**src/rtl/flash_writer_pkg.sv**
```systemverilog
// Shared opcodes, FSM state encoding and page-fit check for the SPI flash page writer.
package flash_writer_pkg;

    localparam logic [7:0] OP_WREN = 8'h06;
    localparam logic [7:0] OP_PP   = 8'h02;
    localparam logic [7:0] OP_RDSR = 8'h05;
    localparam logic [7:0] OP_SE   = 8'h20;

    localparam int PAGE_BYTES = 256;

    typedef enum logic [3:0] {
        S_IDLE,
        S_WREN,
        S_GAP,
        S_CMD,
        S_ADDR,
        S_DATA,
        S_RDSR_CMD,
        S_RDSR_READ,
        S_DONE
    } state_t;

    // A program burst must stay inside one page; the flash would wrap otherwise.
    function automatic logic page_fits(input logic [7:0] offset, input logic [8:0] len);
        logic [9:0] span;
        span = {2'b00, offset} + {1'b0, len};
        return (len != 9'd0) && (len <= 9'(PAGE_BYTES)) && (span <= 10'(PAGE_BYTES));
    endfunction

endpackage

```
**src/rtl/spi_byte_shifter.sv**
```systemverilog
// SPI mode-0 byte shifter: CLK_DIV clocks low + CLK_DIV clocks high per bit, MSB first,
// full duplex; byte_done pulses once the eighth falling edge has been driven.
module spi_byte_shifter #(
    parameter int CLK_DIV = 2
) (
    input  logic       clk,
    input  logic       rst,
    input  logic       load,
    input  logic [7:0] byte_out,
    input  logic       miso,
    output logic [7:0] byte_in,
    output logic       byte_done,
    output logic       sclk,
    output logic       mosi
);

    localparam int DW = (CLK_DIV > 1) ? $clog2(CLK_DIV) : 1;

    logic [DW-1:0] div_cnt;
    logic [2:0]    bit_cnt;
    logic [7:0]    tx_sr;
    logic          active;
    logic          phase_high;

    // NOTE: sequential state uses non-blocking assignments so every register samples pre-edge values.
    always_ff @(posedge clk or posedge rst) begin
        if (rst) begin
            div_cnt    <= '0;
            bit_cnt    <= '0;
            tx_sr      <= '0;
            active     <= 1'b0;
            phase_high <= 1'b0;
            byte_in    <= '0;
            byte_done  <= 1'b0;
            sclk       <= 1'b0;
            mosi       <= 1'b0;
        end else begin
            byte_done <= 1'b0;
            if (!active) begin
                if (load) begin
                    active     <= 1'b1;
                    tx_sr      <= byte_out;
                    mosi       <= byte_out[7];
                    div_cnt    <= '0;
                    bit_cnt    <= '0;
                    phase_high <= 1'b0;
                end
            end else if (div_cnt == DW'(CLK_DIV - 1)) begin
                div_cnt <= '0;
                if (!phase_high) begin
                    // miso is sampled on the same edge that raises flash_clk
                    sclk       <= 1'b1;
                    phase_high <= 1'b1;
                    byte_in    <= {byte_in[6:0], miso};
                end else begin
                    sclk       <= 1'b0;
                    phase_high <= 1'b0;
                    if (bit_cnt == 3'd7) begin
                        active    <= 1'b0;
                        byte_done <= 1'b1;
                    end else begin
                        bit_cnt <= bit_cnt + 3'd1;
                        tx_sr   <= {tx_sr[6:0], 1'b0};
                        mosi    <= tx_sr[6];
                    end
                end
            end else begin
                div_cnt <= div_cnt + 1'b1;
            end
        end
    end

endmodule

```
**src/rtl/spi_flash_page_writer.sv**
```systemverilog
// SPI flash programmer: WREN, Page Program (or Sector Erase with FLASH_WRITER_ERASE_EN),
// then Read Status polling until WIP clears. The FSM sequences bytes and chip select only.
module spi_flash_page_writer
    import flash_writer_pkg::*;
#(
    parameter int CLK_DIV  = 2,
    parameter int CS_GAP   = 4,
    parameter int POLL_MAX = 2000000
) (
    input  logic        clk,
    input  logic        rst,
    input  logic        start,
    input  logic        erase,
    input  logic [23:0] address,
    input  logic [8:0]  length,
    input  logic [7:0]  data_in,
    input  logic        data_valid,
    output logic        data_ready,
    output logic        busy,
    output logic        done,
    output logic        error,
    output logic        flash_clk,
    output logic        flash_mosi,
    input  logic        flash_miso,
    output logic        flash_cs
);

    state_t      state, gap_next;
    logic [23:0] addr_q;
    logic [8:0]  len_q;
    logic [8:0]  byte_cnt;
    logic [1:0]  addr_idx;
    logic [31:0] gap_cnt;
    logic [31:0] poll_cnt;
    logic        op_erase;
    logic        pending;
    logic        erase_req;
    logic        start_ok;
    logic        sh_load;
    logic [7:0]  sh_byte;
    logic [7:0]  rx_byte;
    logic        byte_done;
    logic        unused_rx;

`ifdef FLASH_WRITER_ERASE_EN
    assign erase_req = erase;
`else
    logic unused_erase;
    assign erase_req    = 1'b0;
    assign unused_erase = erase;
`endif

    assign unused_rx = ^rx_byte[7:1];

    // NOTE: every always_comb output gets a default first, so no path can infer a latch.
    always_comb begin
        sh_byte = 8'h00;
        sh_load = 1'b0;
        case (state)
            S_WREN:      sh_byte = OP_WREN;
            S_CMD:       sh_byte = op_erase ? OP_SE : OP_PP;
            S_ADDR:      sh_byte = (addr_idx == 2'd0) ? addr_q[23:16] :
                                   (addr_idx == 2'd1) ? addr_q[15:8]  : addr_q[7:0];
            S_DATA:      sh_byte = data_in;
            S_RDSR_CMD:  sh_byte = OP_RDSR;
            default:     sh_byte = 8'h00;
        endcase
        case (state)
            S_WREN, S_CMD, S_ADDR, S_RDSR_CMD, S_RDSR_READ: sh_load = !pending;
            S_DATA:                                         sh_load = !pending && data_valid;
            default:                                        sh_load = 1'b0;
        endcase
    end

    assign data_ready = (state == S_DATA) && sh_load;
    assign start_ok   = erase_req || page_fits(address[7:0], length);

    always_ff @(posedge clk or posedge rst) begin
        if (rst) begin
            state    <= S_IDLE;
            gap_next <= S_IDLE;
            addr_q   <= '0;
            len_q    <= '0;
            byte_cnt <= '0;
            addr_idx <= '0;
            gap_cnt  <= '0;
            poll_cnt <= '0;
            op_erase <= 1'b0;
            pending  <= 1'b0;
            flash_cs <= 1'b1;
            busy     <= 1'b0;
            done     <= 1'b0;
            error    <= 1'b0;
        end else begin
            done  <= 1'b0;
            error <= 1'b0;
            if (sh_load)   pending <= 1'b1;
            if (byte_done) pending <= 1'b0;

            case (state)
                S_IDLE: if (start) begin
                    if (start_ok) begin
                        addr_q   <= erase_req ? {address[23:12], 12'h000} : address;
                        len_q    <= length;
                        op_erase <= erase_req;
                        busy     <= 1'b1;
                        flash_cs <= 1'b0;
                        state    <= S_WREN;
                    end else begin
                        error <= 1'b1;
                    end
                end
                S_WREN: if (byte_done) begin
                    flash_cs <= 1'b1;
                    gap_cnt  <= '0;
                    gap_next <= S_CMD;
                    state    <= S_GAP;
                end
                S_GAP: begin
                    if (gap_cnt == 32'(CS_GAP - 1)) begin
                        flash_cs <= 1'b0;
                        state    <= gap_next;
                    end else begin
                        gap_cnt <= gap_cnt + 32'd1;
                    end
                end
                S_CMD: if (byte_done) begin
                    addr_idx <= '0;
                    state    <= S_ADDR;
                end
                S_ADDR: if (byte_done) begin
                    if (addr_idx != 2'd2) begin
                        addr_idx <= addr_idx + 2'd1;
                    end else if (op_erase) begin
                        flash_cs <= 1'b1;
                        gap_cnt  <= '0;
                        gap_next <= S_RDSR_CMD;
                        state    <= S_GAP;
                    end else begin
                        byte_cnt <= '0;
                        state    <= S_DATA;
                    end
                end
                S_DATA: if (byte_done) begin
                    if (byte_cnt + 9'd1 == len_q) begin
                        flash_cs <= 1'b1;
                        gap_cnt  <= '0;
                        gap_next <= S_RDSR_CMD;
                        state    <= S_GAP;
                    end else begin
                        byte_cnt <= byte_cnt + 9'd1;
                    end
                end
                S_RDSR_CMD: if (byte_done) begin
                    poll_cnt <= '0;
                    state    <= S_RDSR_READ;
                end
                S_RDSR_READ: if (byte_done) begin
                    // cs stays low across polls; the flash streams status continuously
                    if (!rx_byte[0]) begin
                        flash_cs <= 1'b1;
                        state    <= S_DONE;
                    end else if (poll_cnt == 32'(POLL_MAX - 1)) begin
                        flash_cs <= 1'b1;
                        error    <= 1'b1;
                        busy     <= 1'b0;
                        state    <= S_IDLE;
                    end else begin
                        poll_cnt <= poll_cnt + 32'd1;
                    end
                end
                S_DONE: begin
                    done  <= 1'b1;
                    busy  <= 1'b0;
                    state <= S_IDLE;
                end
                default: state <= S_IDLE;
            endcase
        end
    end

    spi_byte_shifter #(.CLK_DIV(CLK_DIV)) u_shifter (
        .clk       (clk),
        .rst       (rst),
        .load      (sh_load),
        .byte_out  (sh_byte),
        .miso      (flash_miso),
        .byte_in   (rx_byte),
        .byte_done (byte_done),
        .sclk      (flash_clk),
        .mosi      (flash_mosi)
    );

endmodule

```
**config.mk**
```make
export PLATFORM = sky130hd
export DESIGN_NAME = spi_flash_page_writer
export DESIGN_NICKNAME = d
export VERILOG_FILES = /design/src/rtl/flash_writer_pkg.sv /design/src/rtl/spi_byte_shifter.sv /design/src/rtl/spi_flash_page_writer.sv
export SDC_FILE = /design/constraint.sdc
export NUM_CORES = 1
export LEC_CHECK = 0
export CORE_MARGIN = 4
export CORE_UTILIZATION = 60
export CTS_CLUSTER_SIZE = 25
export DETAILED_ROUTE_END_ITERATION = 16
export PLACE_DENSITY = 0.79
export SLEW_MARGIN = 40
export SYNTH_ARGS = -nofsm -noshare
export SYNTH_HDL_FRONTEND = slang
export SYNTH_SLANG_ARGS = --single-unit
```
**constraint.sdc**
```tcl
create_clock -name clk -period 5.1 [get_ports clk]
set_clock_uncertainty 0.2 [all_clocks]
set_input_delay 0.51 -clock clk [delete_from_list [all_inputs] [get_ports clk]]
set_output_delay 0.51 -clock clk [all_outputs]
set_load 0.01 [all_outputs]
```
Word-level counts from Yosys, hierarchy flattened --
Index checks and enable logic that the tools add are counted.
Cells by class: equal/unequal tests 35, shift operators 0, bitwise gates (word level) 2, muxes and demuxes 95, $mul 0, magnitude comparators 2, add/subtract/negate cells 7, divide/modulo/power cells 0, reductions and logical operators 31
Operators with widths (number):
- $mux 32 | 7
- $pmux 32 s3 | 1
- $add 32x1->32 const B | 2
- $mux 4 | 16
- $pmux 32 s2 | 1
- $mux 1 | 42
- $pmux 8 s5 | 1
- $mux 9 | 4
- $mux 7 | 5
- $eq 32x2->1 const B | 1
- $eq 32x21->1 const B | 1
- $pmux 4 s8 | 1
- $ne 2x2->1 const B | 12
- $reduce_and 12->1 | 2
- $ne 2x1->1 const B | 9
- $pmux 9 s2 | 1
- $eq 4x3->1 const B | 4
- $mux 8 | 2
- $mux 3 | 5
- $add 8x9->10 | 1
- $le 10x9->1 const B | 1
- $reduce_and 5->1 | 2
- $reduce_bool 2->1 | 5
- $add 9x1->9 const B | 1
- other kinds (33) | 45
Storage, ports and cells: ROM bits 0, output and inout port bits 7, word-level logic and storage cells 194, RAM bits 0, bits in registers 138, input bits 47, memories kept 0, bits in latches 0

Depth between registers and ports, before layout --
word-level depth 6, gate-level depth with buffers 11, gate-level depth less buffers 9

Modules after synthesis --
A second synthesis with hierarchy kept.
Unflattened totals: cell total of the unflattened synthesis 820, area total of the unflattened synthesis 7885.1 µm²
Modules (own cells, without submodules):
- spi_flash_page_writer | seq. area each 3004.1 µm², area an instance 6821.5 µm², times used 1, cells each 743
- spi_byte_shifter | seq. area each 600.6 µm², area an instance 1063.5 µm², times used 1, cells each 77

Least setup slack after synthesis --
No wires, ideal clock.
path type input to register, start input port address[2], end register addr_q[0], data arrival time 2.866 ns, required time 4.775 ns, setup time 0.125 ns, path slack 1.909 ns, path buffers 2, stages on the path 10, path through ha_1 and3_1 or4_4 a2111oi_4 nand3_1 o21ai_1 and3_1 buf_4 buf_6 mux2_2
On the way: word-level cells in the longest chain between the ends 4
Ends and longest elaborated chain:
- start, declared | RTL line spi_flash_page_writer.sv:14 | input logic [23:0] address,
- $add 8x9->10 | RTL line flash_writer_pkg.sv:26 | span = {2'b00, offset} + {1'b0, len};
- $le 10x9->1 | RTL line flash_writer_pkg.sv:27 | return (len != 9'd0) && (len <= 9'(PAGE_BYTES)) && (span <= 10'(PAGE_BYTES));
- $logic_and 1x1->1 | RTL line flash_writer_pkg.sv:27
- $reduce_and 3->1 (no source line)
- end signal, assigned | RTL line spi_flash_page_writer.sv:103 | addr_q <= erase_req ? {address[23:12], 12'h000} : address;
- end, declared | RTL line spi_flash_page_writer.sv:29 | logic [23:0] addr_q;
Every way passes these cells. A chain may end at the register's enable or synchronous reset.

Worst setup path after layout --
start input port length[2], end register addr_q[4]
On the way: word-level cells in the longest chain between the ends 4, elaborated cells between the ends (all ways) 7, those cells by class add/sub (1); order compare (2); reduce/logical (4)
Ends and longest elaborated chain:
- start, declared | RTL line spi_flash_page_writer.sv:15 | input logic [8:0] length,
- $add 8x9->10 (tied with other cells) | RTL line flash_writer_pkg.sv:26
- $le 10x9->1 / $logic_and 1x1->1 (equally long branches) | RTL line flash_writer_pkg.sv:27
- $logic_and 1x1->1 (*) | RTL line flash_writer_pkg.sv:27
- $reduce_and 3->1 (no source line) (*)
Every way passes the cells marked *; elsewhere a longest branch is shown, timed or not.

==> flow_summary.ini <==
[run_status]
run_status = finished, final reports clean

[routing]
wl_per_cell_um = 17.5
first_pass_iters = 5
drc = 0
drtIter0Drc = 518
routed_wl_um = 18200
drtAntennaViolNets = 0
vias = 6493
viasPerCell = 6.23

[setup_path]
crit_path_start = length[2]
rrSetupSlack_ps = 1740
cpMostUsedCell = and3_1
crit_end = addr_q[4]
crit_path_start_kind = input pin
r2r_start = byte_cnt[0]
cp.depth = 10
cpPeakStageDelay_ps = 520
r2r_cells = 8
worst_path_dominant_cell_family = simple AND/OR/NAND/NOR gates
end_kind = flip-flop
worst_ep_arrival_time_ps = 3710
r2r-end = byte_cnt[8]
crit_type = input pin to flip-flop
path_max_fanout = 34
crit_required_ps = 5210
path_cells = clkdlybuf4s50_1 -> ha_1 -> and3_1 -> or4_4 -> a2111oi_4 -> nand3_1 -> o21ai_1 -> and3_1 -> buf_4 -> mux2_2
cp_num_buf_inv = 2
crit_path_top_delay_cell = or4_4

[logic_synthesis]
synth-seq-cells = 137
synth_top_cells_by_area = dfrtp_1 44%, mux2_2 5.0%, o21ai_0 4.8%
postSynth.asyncResetShare = 1.00
synth_common_cells = 136 x dfrtp_1, 90 x nor2_1, 74 x o21ai_0
syn_avg_cell_area_um2 = 9.48
yosysTopAreaCellShare = 0.442
synth_area_um2 = 7690
seq_area_frac_synth = 0.446
yosysTopAreaCell = dfrtp_1
synth.most_common_cell = dfrtp_1
yosysUniqueCellTypes = 78
ys.flop_type = dfrtp_1
synth_nets = 876
synth_edf_count = 0
synth-warning-count = 0
syn-instance-count = 812

[cells_and_area]
seq_area_um2 = 3430
final_util = 0.716
areaGrowthSynthToFinish_pct = 16.9
n_fill_cell = 954
antennaDiodeCount = 0
multiInputGateArea_um2 = 4080
stdcell_area_um2 = 9000
nNetsFinal = 921
drive_above_1_share = 0.110

[placement]
gp_congestion = 0.901
port-buffer-count = 52
placed_area_um2 = 8350
place_hpwl_um = 12500

[clock_tree]
post_cts_buffers = 0
htree_levels = 4
cts_root_buffer = clkbuf_16
clkLatencyLatePin_ps = 430
cts_buffers = 17
path_clk_slew_ps = 60
cts_hold_buffers = 0
cts_tree = done
cts.path.max_buffers = 2
cts_resized = 0
cts.sinks = 137

[global_routing]
grt.total_usage = 0.258
antenna_found_initial = 0
grt_pass1_vias = 6409
grt_pass1_wl_um = 30500
grt_overflow = 0
grt_max_degree = 104

[die]
die-width_um = 121
start_util = 0.612
die_h_um = 121
die_area_um2 = 14700
row_count = 41
io_pins = 54
core_region_area_um2 = 12600

[timing]
relSlewSlack = 0.489
finalCriticalPeriod_ps = 3600
hold_ws_ps = 281
finalCritPeriodShare = 0.705
setup_violations = 0
hold_violations = 0
fmax_mhz = 278
setup_tns_ps = 0
maxSlewViolCount = 0
rsz0062_at_grt = no
worst_slew_pin_slew_ps = 760

[power_and_ir_drop]
intPower_mw = 1.98
p_seq_frac = 0.431
clkPwrFrac = 0.521
power.density_nw_per_um2 = 281
p_switching_uw = 550
p_leak_nw = 3.92
swShare = 0.218
power_frac_comb = 0.048
peakVddDrop_v = 0.000299

[flow_run]
maxCapViolCount = 0

[worst_hold_path]
hold_class = flip-flop to flip-flop
[layer usage]
metal,part of all wire,GRT usage
met5,0,0
met4,0.017,0.0791
met3,0.041,0.0545
met2,0.50,0.426
met1,0.45,0.344
[cell usage in the layout, fill, tap and decap left out, types with 17 or more instances in the layout]
| master | n |
|---|---|
| nor2_1 | 90 |
| a21oi_1 | 31 |
| and3_1 | 19 |
| nand2_1 | 66 |
| clkdlybuf4s50_1 | 52 |
| nand4_1 | 17 |
| o21ai_0 | 74 |
| nand3_1 | 32 |
| mux2_2 | 34 |
| xor2_1 | 28 |
| dfrtp_1 | 135 |
| a31oi_1 | 17 |
| clkbuf_16 | 17 |
[sequential cells by signal (all words and copies together), names as in the netlist, 2 cells and up]
register           flops
byte_cnt               9
poll_cnt              32
addr_idx               2
gap_next               3
len_q                  9
state                  4
addr_q                24
gap_cnt               32
u_shifter.bit_cnt      3
u_shifter.tx_sr        7
[power by group through the flow]
stage               clock, mW  combinational [mW]  sequential, mW
floorplan                   0              0.0616            1.11
global placement            0               0.116            1.11
detailed placement          0               0.121            1.11
CTS                      1.33               0.122            1.09
global route             1.38               0.132            1.09
finish                   1.32               0.122            1.09
[layout make-up]
type,count,share of cell area
well taps,172,0.0239
clock inverters,14,0.0218
inverters,17,0.00793
flip-flops and latches,137,0.381
multi-input cells,626,0.453
clock buffers,18,0.0488
repair buffers,58,0.0629
[cells by family (layout without fill, tap and decap cells)]
family                   after synthesis  in the layout  synth area share
AO/OA/AOI/OAI                        200            200             0.168
XOR/XNOR                              43             43            0.0489
AND/OR/NAND/NOR                      318            318             0.212
flip-flops                           137            137             0.446
adder cells (fa/ha/maj)               17             17            0.0286
buffers and inverters                 49            107            0.0286
multiplexers                          48             48            0.0685
[how the worst min path moves through the flow]
stage,start,end,slack [ps],cells past startpoint
floorplan,gap_next[1],gap_next[1],240,1
global placement,gap_next[1],gap_next[1],250,1
detailed placement,u_shifter.sclk,u_shifter.sclk,260,1
CTS,gap_next[1],gap_next[1],280,1
global route,addr_q[16],addr_q[16],300,1
finish,u_shifter.sclk,u_shifter.sclk,280,1
[metrics by stage]
| step | std cells | setup slack, ps | total power [mW] |
|---|---|---|---|
| 3_3_place_gp | 1010 | 1160 | 1.22 |
| 5_1_grt | 1042 | 1370 | 2.60 |
| 4_1_cts | 1042 | 1550 | 2.54 |
| 3_5_place_dp | 1010 | 1110 | 1.23 |
| 6_report | 1042 | 1500 | 2.53 |
| 2_1_floorplan | 812 | 724 | 1.17 |
(Power assumes the default switching activity.)
